**src/rtl/lmsm_sequencer_pkg.sv**
```systemverilog
// lmsm_sequencer shared types and constants.
// LM/SM opcodes, list width and the NOP image.
package lmsm_sequencer_pkg;

  localparam logic [3:0]  OPC_LM = 4'b0110;
  localparam logic [3:0]  OPC_SM = 4'b0111;
  localparam logic [15:0] NOP_IR = 16'hF000;
  localparam int          LIST_W = 8;
  localparam int          IDX_W  = $clog2(LIST_W);

  typedef enum logic {
    IDLE,
    SEQ
  } seqState_t;

  function automatic logic [LIST_W-1:0] clearLowest(
    input logic [LIST_W-1:0] m
  );
    return m & (m - LIST_W'(1));
  endfunction

endpackage

```
**src/rtl/lmsm_sequencer_if.sv**
```systemverilog
// Decode-side bundle between the IF/ID register
// and the ID/RR register for the LM/SM sequencer.
interface lmsm_sequencer_if;
  import lmsm_sequencer_pkg::*;

  logic [15:0]      ir;
  logic             ir_valid;
  logic             stall;
  logic             flush;
  logic             modify_ir;
  logic [IDX_W-1:0] modify_pr2_ra;
  logic             first_multiple;
  logic             last_multiple;
  logic [IDX_W-1:0] mem_offset;
  logic             hold_fetch;
  logic             insert_nop;

  modport master (
    output ir, ir_valid, stall, flush,
    input  modify_ir, modify_pr2_ra,
    input  first_multiple, last_multiple,
    input  mem_offset, hold_fetch, insert_nop
  );

  modport slave (
    input  ir, ir_valid, stall, flush,
    output modify_ir, modify_pr2_ra,
    output first_multiple, last_multiple,
    output mem_offset, hold_fetch, insert_nop
  );

endinterface

```
**src/rtl/lmsm_sequencer_lsb_priority_enc8.sv**
```systemverilog
// Lowest-set-bit encoder for an 8-bit list.
// Also flags empty and single-bit masks.
module lsb_priority_enc8 (
  input  logic [7:0] mask,
  output logic [2:0] idx,
  output logic       any,
  output logic       oneHotOnly
);

  // scan high to low so the lowest set bit wins
  always_comb begin
    idx = '0;
    for (int i = 7; i >= 0; i--) begin
      if (mask[i]) idx = 3'(i);
    end
  end

  assign any        = |mask;
  assign oneHotOnly = any & ~|(mask & (mask - 8'd1));

endmodule

```
**src/rtl/lmsm_sequencer.sv**
```systemverilog
// LM/SM micro-op generator in the decode stage.
// One micro-op per set list bit, ascending order.
module lmsm_sequencer
  import lmsm_sequencer_pkg::*;
(
  input  logic            clk,
  input  logic            reset,
  lmsm_sequencer_if.slave bus
);

  seqState_t         state;
  logic [LIST_W-1:0] remMask;
  logic [IDX_W-1:0]  cnt;

  logic [LIST_W-1:0] curMask;
  logic [IDX_W-1:0]  curIdx;
  logic              curAny;
  logic              curOne;
  logic              isMult;
  logic              isIdle;
  logic              active;
  logic              unusedIrBits;

  assign unusedIrBits = ^bus.ir[11:8];

  assign isIdle  = (state == IDLE);
  assign isMult  = bus.ir_valid &
                   ((bus.ir[15:12] == OPC_LM) |
                    (bus.ir[15:12] == OPC_SM));
  assign curMask = isIdle ? bus.ir[LIST_W-1:0]
                          : remMask;

  lsb_priority_enc8 uEnc (
    .mask       (curMask),
    .idx        (curIdx),
    .any        (curAny),
    .oneHotOnly (curOne)
  );

  assign active = ~isIdle | (isMult & curAny);

  // decode outputs; flush blanks the whole cycle
  always_comb begin
    bus.modify_ir      = 1'b0;
    bus.modify_pr2_ra  = '0;
    bus.first_multiple = 1'b0;
    bus.last_multiple  = 1'b0;
    bus.mem_offset     = '0;
    bus.hold_fetch     = 1'b0;
    bus.insert_nop     = 1'b0;
    if (!bus.flush) begin
      if (active) begin
        bus.modify_ir      = 1'b1;
        bus.modify_pr2_ra  = curIdx;
        bus.first_multiple = isIdle;
        bus.last_multiple  = curOne;
        bus.mem_offset     = isIdle ? '0 : cnt;
        bus.hold_fetch     = ~curOne;
      end else if (isIdle & isMult) begin
        bus.insert_nop     = 1'b1;
      end
    end
  end

  // sequence state; flush beats stall beats advance
  always_ff @(posedge clk or negedge reset) begin
    if (!reset) begin
      state   <= IDLE;
      remMask <= '0;
      cnt     <= '0;
    end else if (bus.flush) begin
      state   <= IDLE;
      remMask <= '0;
      cnt     <= '0;
    end else if (!bus.stall) begin
      unique case (state)
        IDLE: begin
          if (isMult & curAny & ~curOne) begin
            state   <= SEQ;
            remMask <= clearLowest(curMask);
            cnt     <= IDX_W'(1);
          end
        end
        SEQ: begin
          if (curOne) begin
            state   <= IDLE;
            remMask <= '0;
            cnt     <= '0;
          end else begin
            remMask <= clearLowest(remMask);
            cnt     <= cnt + IDX_W'(1);
          end
        end
        default: begin
          state   <= IDLE;
          remMask <= '0;
          cnt     <= '0;
        end
      endcase
    end
  end

endmodule

```
**src/flat_wrapper.sv**
```systemverilog
// flat-port wrapper written by rule: the top's interface ports become plain ports
module lmsm_sequencer_flat import lmsm_sequencer_pkg::*;
  (clk, reset, bus_ir, bus_ir_valid, bus_stall, bus_flush, bus_modify_ir, bus_modify_pr2_ra, bus_first_multiple, bus_last_multiple, bus_mem_offset, bus_hold_fetch, bus_insert_nop);
  lmsm_sequencer_if bus_i ();
  input  logic clk;
  input  logic reset;
  input wire logic [$bits(bus_i.ir)-1:0] bus_ir;
  input wire logic [$bits(bus_i.ir_valid)-1:0] bus_ir_valid;
  input wire logic [$bits(bus_i.stall)-1:0] bus_stall;
  input wire logic [$bits(bus_i.flush)-1:0] bus_flush;
  output wire logic [$bits(bus_i.modify_ir)-1:0] bus_modify_ir;
  output wire logic [$bits(bus_i.modify_pr2_ra)-1:0] bus_modify_pr2_ra;
  output wire logic [$bits(bus_i.first_multiple)-1:0] bus_first_multiple;
  output wire logic [$bits(bus_i.last_multiple)-1:0] bus_last_multiple;
  output wire logic [$bits(bus_i.mem_offset)-1:0] bus_mem_offset;
  output wire logic [$bits(bus_i.hold_fetch)-1:0] bus_hold_fetch;
  output wire logic [$bits(bus_i.insert_nop)-1:0] bus_insert_nop;
  assign bus_i.ir = bus_ir;
  assign bus_i.ir_valid = bus_ir_valid;
  assign bus_i.stall = bus_stall;
  assign bus_i.flush = bus_flush;
  assign bus_modify_ir = bus_i.modify_ir;
  assign bus_modify_pr2_ra = bus_i.modify_pr2_ra;
  assign bus_first_multiple = bus_i.first_multiple;
  assign bus_last_multiple = bus_i.last_multiple;
  assign bus_mem_offset = bus_i.mem_offset;
  assign bus_hold_fetch = bus_i.hold_fetch;
  assign bus_insert_nop = bus_i.insert_nop;
  lmsm_sequencer u_core (.clk(clk), .reset(reset), .bus(bus_i));
endmodule
```
**config.mk**
```make
export PLATFORM = sky130hd
export DESIGN_NAME = lmsm_sequencer_flat
export DESIGN_NICKNAME = d
export VERILOG_FILES = /design/src/rtl/lmsm_sequencer_pkg.sv /design/src/rtl/lmsm_sequencer_if.sv /design/src/rtl/lmsm_sequencer_lsb_priority_enc8.sv /design/src/rtl/lmsm_sequencer.sv /design/src/flat_wrapper.sv
export SDC_FILE = /design/constraint.sdc
export NUM_CORES = 1
export LEC_CHECK = 0
export CORE_UTILIZATION = 40
export DETAILED_ROUTE_END_ITERATION = 6
export PLACE_DENSITY = 0.83
export SYNTH_ARGS = -nofsm -noshare
export SYNTH_HDL_FRONTEND = slang
export SYNTH_SLANG_ARGS = --single-unit
export TNS_END_PERCENT = 30
```
**constraint.sdc**
```tcl
create_clock -name clk -period 2.4 [get_ports clk]
set_input_delay 0.24 -clock clk [delete_from_list [all_inputs] [get_ports clk]]
set_output_delay 0.24 -clock clk [all_outputs]
set_load 0.01 [all_outputs]
```
==> metrics.txt, run 1 <==
status=finished, violations left; failing checks=setup timing; Least-Margin Pin Slew=511.6 ps; slowest cell delay on critical path=520 ps; first-pass GRT wire length=6292 um; CP Capture Type=output pin; cells after synthesis=132; maximum vdd ir drop=0.2714 mV; vias in the first global route=1411; PwrDens=276.5 nW/um2; Die ar.=2937 um2; Worst path slowest cell=or4_4; Worst Skew=9.434 ps; Final min period=2760 ps; Crit Path Max Fanout=6; Placer Congestion=0.9143; RSZ-0062 raised after global routing=true; row count=18; fin nets=228; part of the cycle the worst path needs=1.150; Leak=0.8205 nW; maxcap violations=0; WHS=297.0 ps; core area=2522 um2; total wire length=4111 um; H-tree depth=1; All-Layer GR Usage=0.3042; Hold Crit Class=primary input to async pin; setup violators final=14; Hold Buf Count CTS=0; startpoint types=register; initial antenna violation count=0; Starting Density=0.4320; CP Class=register to output pin; Non-Filler Instances=235; 1st-iter DRT viols=45; Hold Vio Cnt, Final=0; chip height=54.20 um; CTS tree=built; remaining global-route overflow=0; Num CTS Buffers=3; I/O Buffers=26; #FFs+latches synth=11; # diodes=0; layout cells sized above 1=0.4098; Detail Route Antenna Nets=0; commonest non-fill, non-tap cell in the layout=buf_4; fin worst setup slack=-359.6 ps; commonest non-fill, non-tap cells in the layout=43 x buf_4, 17 x clkdlybuf4s50_1, 15 x a21oi_1; WL per Instance=17.49 um; io pins=32; Synth Area per Inst=8.256 um2; hpwl dp=2944 um; clock sinks=11; Placed Cells=224; DR vias=1430; fmax=362.4 MHz; Netlist cell types=43; Critical Path RT=2160 ps; Post-Syn Area=1090 um2; Via-to-Cell Ratio=6.085; register area share after synthesis=0.2526; CP dominant cell by count=buf_6; Final Max Tran Viols=0; clock slew at reported path FFs=80 ps; drt pass-1 iters=4; Worst slew margin=0.6579; worst-path cell chain=buf_6 > nor3_4 > o22ai_2 > or4_4 > a2111oi_4 > buf_4 > and3_4 > buf_6; Root Driver=clkbuf_4; Crit. Startpoint=u_core.state; yosys warns=0; Area Growth Syn to Fin=68.31%; clock latency on the worst-skew pair=280 ps; Remaining DRCs=0; RR Startpoint=u_core.state; largest net degree at the start of global routing=12; worst endpoint data arrival time=2520 ps; Synthesized Nets=154; CTS Buffer Depth=2; die width=54.20 um
==> per-stage QoR <==
step                      total power [mW]  worst slack (ps)  TNS (ps)    util  instance area [um2]
final                               0.5072            -359.6     -1621  0.7272                 1834
after global routing                0.5309            -412.0     -2498  0.7272                 1834
after global placement              0.3528            -485.8     -3499  0.6637                 1674
after detailed placement            0.3574            -530.7     -4182  0.6637                 1674
after CTS                           0.4954            -395.7     -1320  0.7068                 1783
after floorplan                     0.2593             86.16         0       -                 1090
==> report_power, final <==
part / internal (mW) / switching [mW]
clock: 0.0644 / 0.0653
sequential: 0.188 / 0.00295
combinational: 0.0924 / 0.0941
total: 0.345 / 0.162
==> sequential cells by signal (all words and copies together), names as in the netlist <==
signal and count:
u_core.remMask 7, u_core.cnt 3, u_core.state 1
==> what timing repair did <==
item	in CTS	in global routing
setup buffers	4	5
gates cloned	0	0
setup endpoints to repair	19	20
resized for setup	36	17
pin swaps	9	13
hold endpoints to repair	0	0
==> cell families after synthesis <==
| kind of cell | after synthesis | synth area share |
|---|---|---|
| buffers and inverters | 14 | 0.05855 |
| AO/OA/AOI/OAI | 52 | 0.3743 |
| flip-flops | 11 | 0.2526 |
| multiplexers | 5 | 0.04707 |
| adder cells (fa/ha/maj) | 1 | 0.01148 |
| AND/OR/NAND/NOR | 49 | 0.2560 |
==> worst max-delay path, delay by kind of cell, from the launching register on <==
kind / cells / cell delay (ps)
flops: 1 / 480
compound gates: 2 / 460
buf+inv: 3 / 420
simple gates: 3 / 890
==> cell usage after synthesis (all sizes together) <==
| library cell | n | area (um2) |
|---|---|---|
| nand2 | 8 | 30.03 |
| o21a | 2 | 15.01 |
| o211ai | 1 | 7.510 |
| o21ai | 10 | 50.05 |
| dfrtp | 11 | 275.3 |
| a211oi | 5 | 37.54 |
| a21o | 3 | 22.52 |
| mux2 | 1 | 11.26 |
| buf | 2 | 18.77 |
| o31ai | 1 | 7.510 |
| or4 | 3 | 26.27 |
| and3 | 3 | 18.77 |
| o22a | 1 | 8.760 |
| inv | 9 | 33.78 |
| o22ai | 1 | 12.51 |
| nor3b | 2 | 20.02 |
| o311ai | 2 | 25.03 |
| ha | 1 | 12.51 |
| nand4 | 2 | 12.51 |
| nand4b | 1 | 8.760 |
| nand3 | 4 | 20.02 |
| a21oi | 16 | 80.08 |
| o32ai | 4 | 50.05 |
| a2111oi | 2 | 55.05 |
| nor2 | 12 | 47.55 |
| o211a | 1 | 10.01 |
| nor4 | 1 | 6.260 |
| clkbuf | 2 | 7.510 |
| mux2i | 4 | 40.04 |
| and2b | 1 | 7.510 |
| a2111o | 1 | 11.26 |
| nor3 | 12 | 81.33 |
| o21bai | 2 | 15.01 |
| clkinv | 1 | 3.750 |
==> area by class of cell <==
type	count	area, um2
flip-flops and latches	11	276.5
multi-input cells	107	835.8
repair buffers	73	616.8
clock buffers	4	26.28
inverters	10	41.29
fillers	193	688.2
well taps	30	37.54
==> final timing paths <==
path                       slack (ps)                end  cells past startpoint
min                               300  u_core.remMask[7]                      1
min in group clk                  590      u_core.cnt[1]                      2
min reg2reg                       590      u_core.cnt[1]                      2
max reg2reg                      -160  u_core.remMask[6]                     11
max in group asynchronous        1720       u_core.state                      1
max                              -360  bus_last_multiple                      8
==> metal layers <==
| layer | wire, um | up-vias | global-route usage |
|---|---|---|---|
| li1 | - | 654 | - |
| met1 | 1685 | 693 | 0.3520 |
| met2 | 2101 | 66 | 0.5630 |
| met3 | 201 | 17 | 0.01977 |
| met4 | 123 | 0 | 0.1325 |
| met5 | 0 | - | 0 |
Note: power is estimated with default switching activity, not from simulation.
==> run 2: changes to the inputs <==
- CORE_MARGIN: unset -> 3
==> metrics.txt, run 2 (synthesis gave the netlist of run 1 again) <==
PwrDens=283.1 nW/um2 (was 276.5 nW/um2); Clk pwr share=0.260 (was 0.256); Root Driver=clkbuf_4 (unchanged); Worst path slowest cell=or4_4 (unchanged); vias in the first global route=1468 (was 1411); first-pass GRT wire length=6741 um (was 6292 um); fin worst setup slack=-259.2 ps (was -359.6 ps); CP Capture Type=output pin (unchanged); Final min period=2659 ps (was 2760 ps); worst endpoint data arrival time=2420 ps (was 2520 ps); Reg power frac=0.373 (was 0.376); Die ar.=3387 um2 (was 2937 um2); remaining global-route overflow=0 (unchanged); power share of the combinational group=0.367 (was 0.368); Area Growth Syn to Fin=65.79% (was 68.31%); R2R depth=11 (unchanged); Placer Congestion=0.9270 (was 0.9143); part of the cycle the worst path needs=1.108 (was 1.150); maxcap violations=0 (unchanged); biggest regs=u_core.remMask x7, u_core.cnt x3, u_core.state x1 (unchanged); layout cells sized above 1=0.4078 (was 0.4098); RR Startpoint=u_core.state (unchanged); CTS Buffer Depth=2 (unchanged); core area=2522 um2 (unchanged); commonest non-fill, non-tap cell in the layout=buf_4 (unchanged); slowest cell delay on critical path=500 ps (was 520 ps); switch share=0.3214 (was 0.3201); maximum vdd ir drop=0.2732 mV (was 0.2714 mV); row count=18 (unchanged); reg2reg setup slack=-110 ps (was -160 ps); Detail Route Antenna Nets=0 (unchanged); initial antenna violation count=0 (unchanged); I/O Buffers=26 (unchanged); Hold Crit Class=primary input to async pin (unchanged); H-tree depth=1 (unchanged); Switching Power=0.1644 mW (was 0.1623 mW); drt pass-1 iters=4 (unchanged); CP dominant cell by count=nor2_1 (was buf_6); Worst Skew=11.58 ps (was 9.434 ps); CP Class=register to output pin (unchanged); startpoint types=register (unchanged); setup violators final=12 (was 14); worst-path cell chain=buf_8 > mux2i_4 > nor2_1 > or4_4 > a2111oi_4 > buf_4 > nor2_1 > buf_2 (was buf_6 > nor3_4 > o22ai_2 > or4_4 > a2111oi_4 > buf_4 > and3_4 > buf_6); fmax=376.1 MHz (was 362.4 MHz); power consumption=0.5115 mW (was 0.5072 mW); die width=58.20 um (was 54.20 um); status=finished, violations left (unchanged); WHS=283.9 ps (was 297.0 ps); internal cell power=0.3471 mW (was 0.3448 mW); failing checks=setup timing (unchanged); Layout Utilization=0.7163 (was 0.7272); max FFs per register=7 (unchanged); DR vias=1427 (was 1430); Worst slew margin=0.6672 (was 0.6579); clock slew at reported path FFs=80 ps (about the same); Setup Slack @ Placement=-577.6 ps (was -530.7 ps); Final Max Tran Viols=0 (unchanged); WL per Instance=17.58 um (was 17.49 um); io pins=32 (unchanged); Num CTS Buffers=3 (unchanged); # diodes=0 (unchanged); Hold Vio Cnt, Final=0 (unchanged); hpwl dp=3054 um (was 2944 um); Non-Filler Instances=236 (was 235); fin nets=229 (was 228); largest net degree at the start of global routing=12 (unchanged); 1st-iter DRT viols=107 (was 45); RSZ-0062 raised after global routing=true (unchanged); chip height=58.20 um (was 54.20 um); clock sinks=11 (unchanged); Leak=0.8085 nW (was 0.8205 nW); commonest non-fill, non-tap cells in the layout=46 x buf_4, 16 x clkdlybuf4s50_1, 15 x a21oi_1 (was 43 x buf_4, 17 x clkdlybuf4s50_1, 15 x a21oi_1); clock latency on the worst-skew pair=280 ps (about the same); Starting Density=0.4320 (unchanged); Least-Margin Pin Slew=497.7 ps (was 511.6 ps); Via-to-Cell Ratio=6.047 (was 6.085); Remaining DRCs=0 (unchanged); Placed Cells=226 (was 224); Critical Path RT=2160 ps (about the same); total wire length=4150 um (was 4111 um); CTS tree=built (unchanged); reg-to-reg endpoint=u_core.remMask[6] (unchanged); Crit Path Max Fanout=7 (was 6); All-Layer GR Usage=0.2629 (was 0.3042); Biggest register=u_core.remMask (unchanged)
-- run 2: routing by layer --
layer | wire length [um] | vias to the layer above | global-route usage
met4 | 133 | 0 | 0.1358
met1 | 1595 | 679 | 0.3151
met5 | 0 | - | 0
met2 | 2148 | 72 | 0.4452
met3 | 272 | 14 | 0.04900
li1 | - | 662 | -
-- run 2: layout make-up --
| type | instances | area, um2 |
|---|---|---|
| inverter | 10 | 38.79 |
| tap | 30 | 37.54 |
| timing repair buffer | 74 | 600.6 |
| clock buffer | 4 | 26.28 |
| sequential | 11 | 276.5 |
| fill | 195 | 715.7 |
| multi-input combinational | 107 | 827.0 |
-- run 2: worst max-delay path by stage --
stage	startpoint	end	cells after the start
after floorplan	u_core.state	bus_last_multiple	6
after CTS	u_core.state	bus_hold_fetch	8
final	u_core.state	bus_hold_fetch	8
after detailed placement	bus_ir[1]	bus_hold_fetch	8
after global routing	u_core.state	bus_hold_fetch	8
after global placement	bus_ir[1]	bus_last_multiple	7
-- run 2: power by group through the flow --
| stage | Sequential, mW | Combinational (mW) | Clock, mW |
|---|---|---|---|
| final | 0.191 | 0.188 | 0.133 |
| after global routing | 0.191 | 0.201 | 0.151 |
| after CTS | 0.191 | 0.174 | 0.139 |
| after detailed placement | 0.194 | 0.166 | 0 |
| after global placement | 0.194 | 0.160 | 0 |
| after floorplan | 0.194 | 0.0656 | 0 |
-- run 2: timing repair --
| item | in CTS | in global routing |
|---|---|---|
| buffers inserted | 3 | 3 |
| setup endpoints to repair | 18 | 19 |
| hold buffers | 0 | 0 |
| endpoints found under the hold margin | 0 | 0 |
| resized for setup | 41 | 9 |
| pin swaps | 10 | 4 |
-- run 2: worst max-delay path: cells and delay by family (launching register included) --
| family | cells | cell delay (ps) |
|---|---|---|
| compound gates | 1 | 360 |
| buf+inv | 3 | 480 |
| flops | 1 | 450 |
| mux | 1 | 240 |
| simple gates | 3 | 600 |
-- run 2: stage by stage --
stage	instance area (um2)	setup TNS (ps)
floorplan	1090	0
global placement	1677	-3667
detailed placement	1677	-4848
CTS	1744	-921.9
global route	1807	-2390
finish	1807	-1017
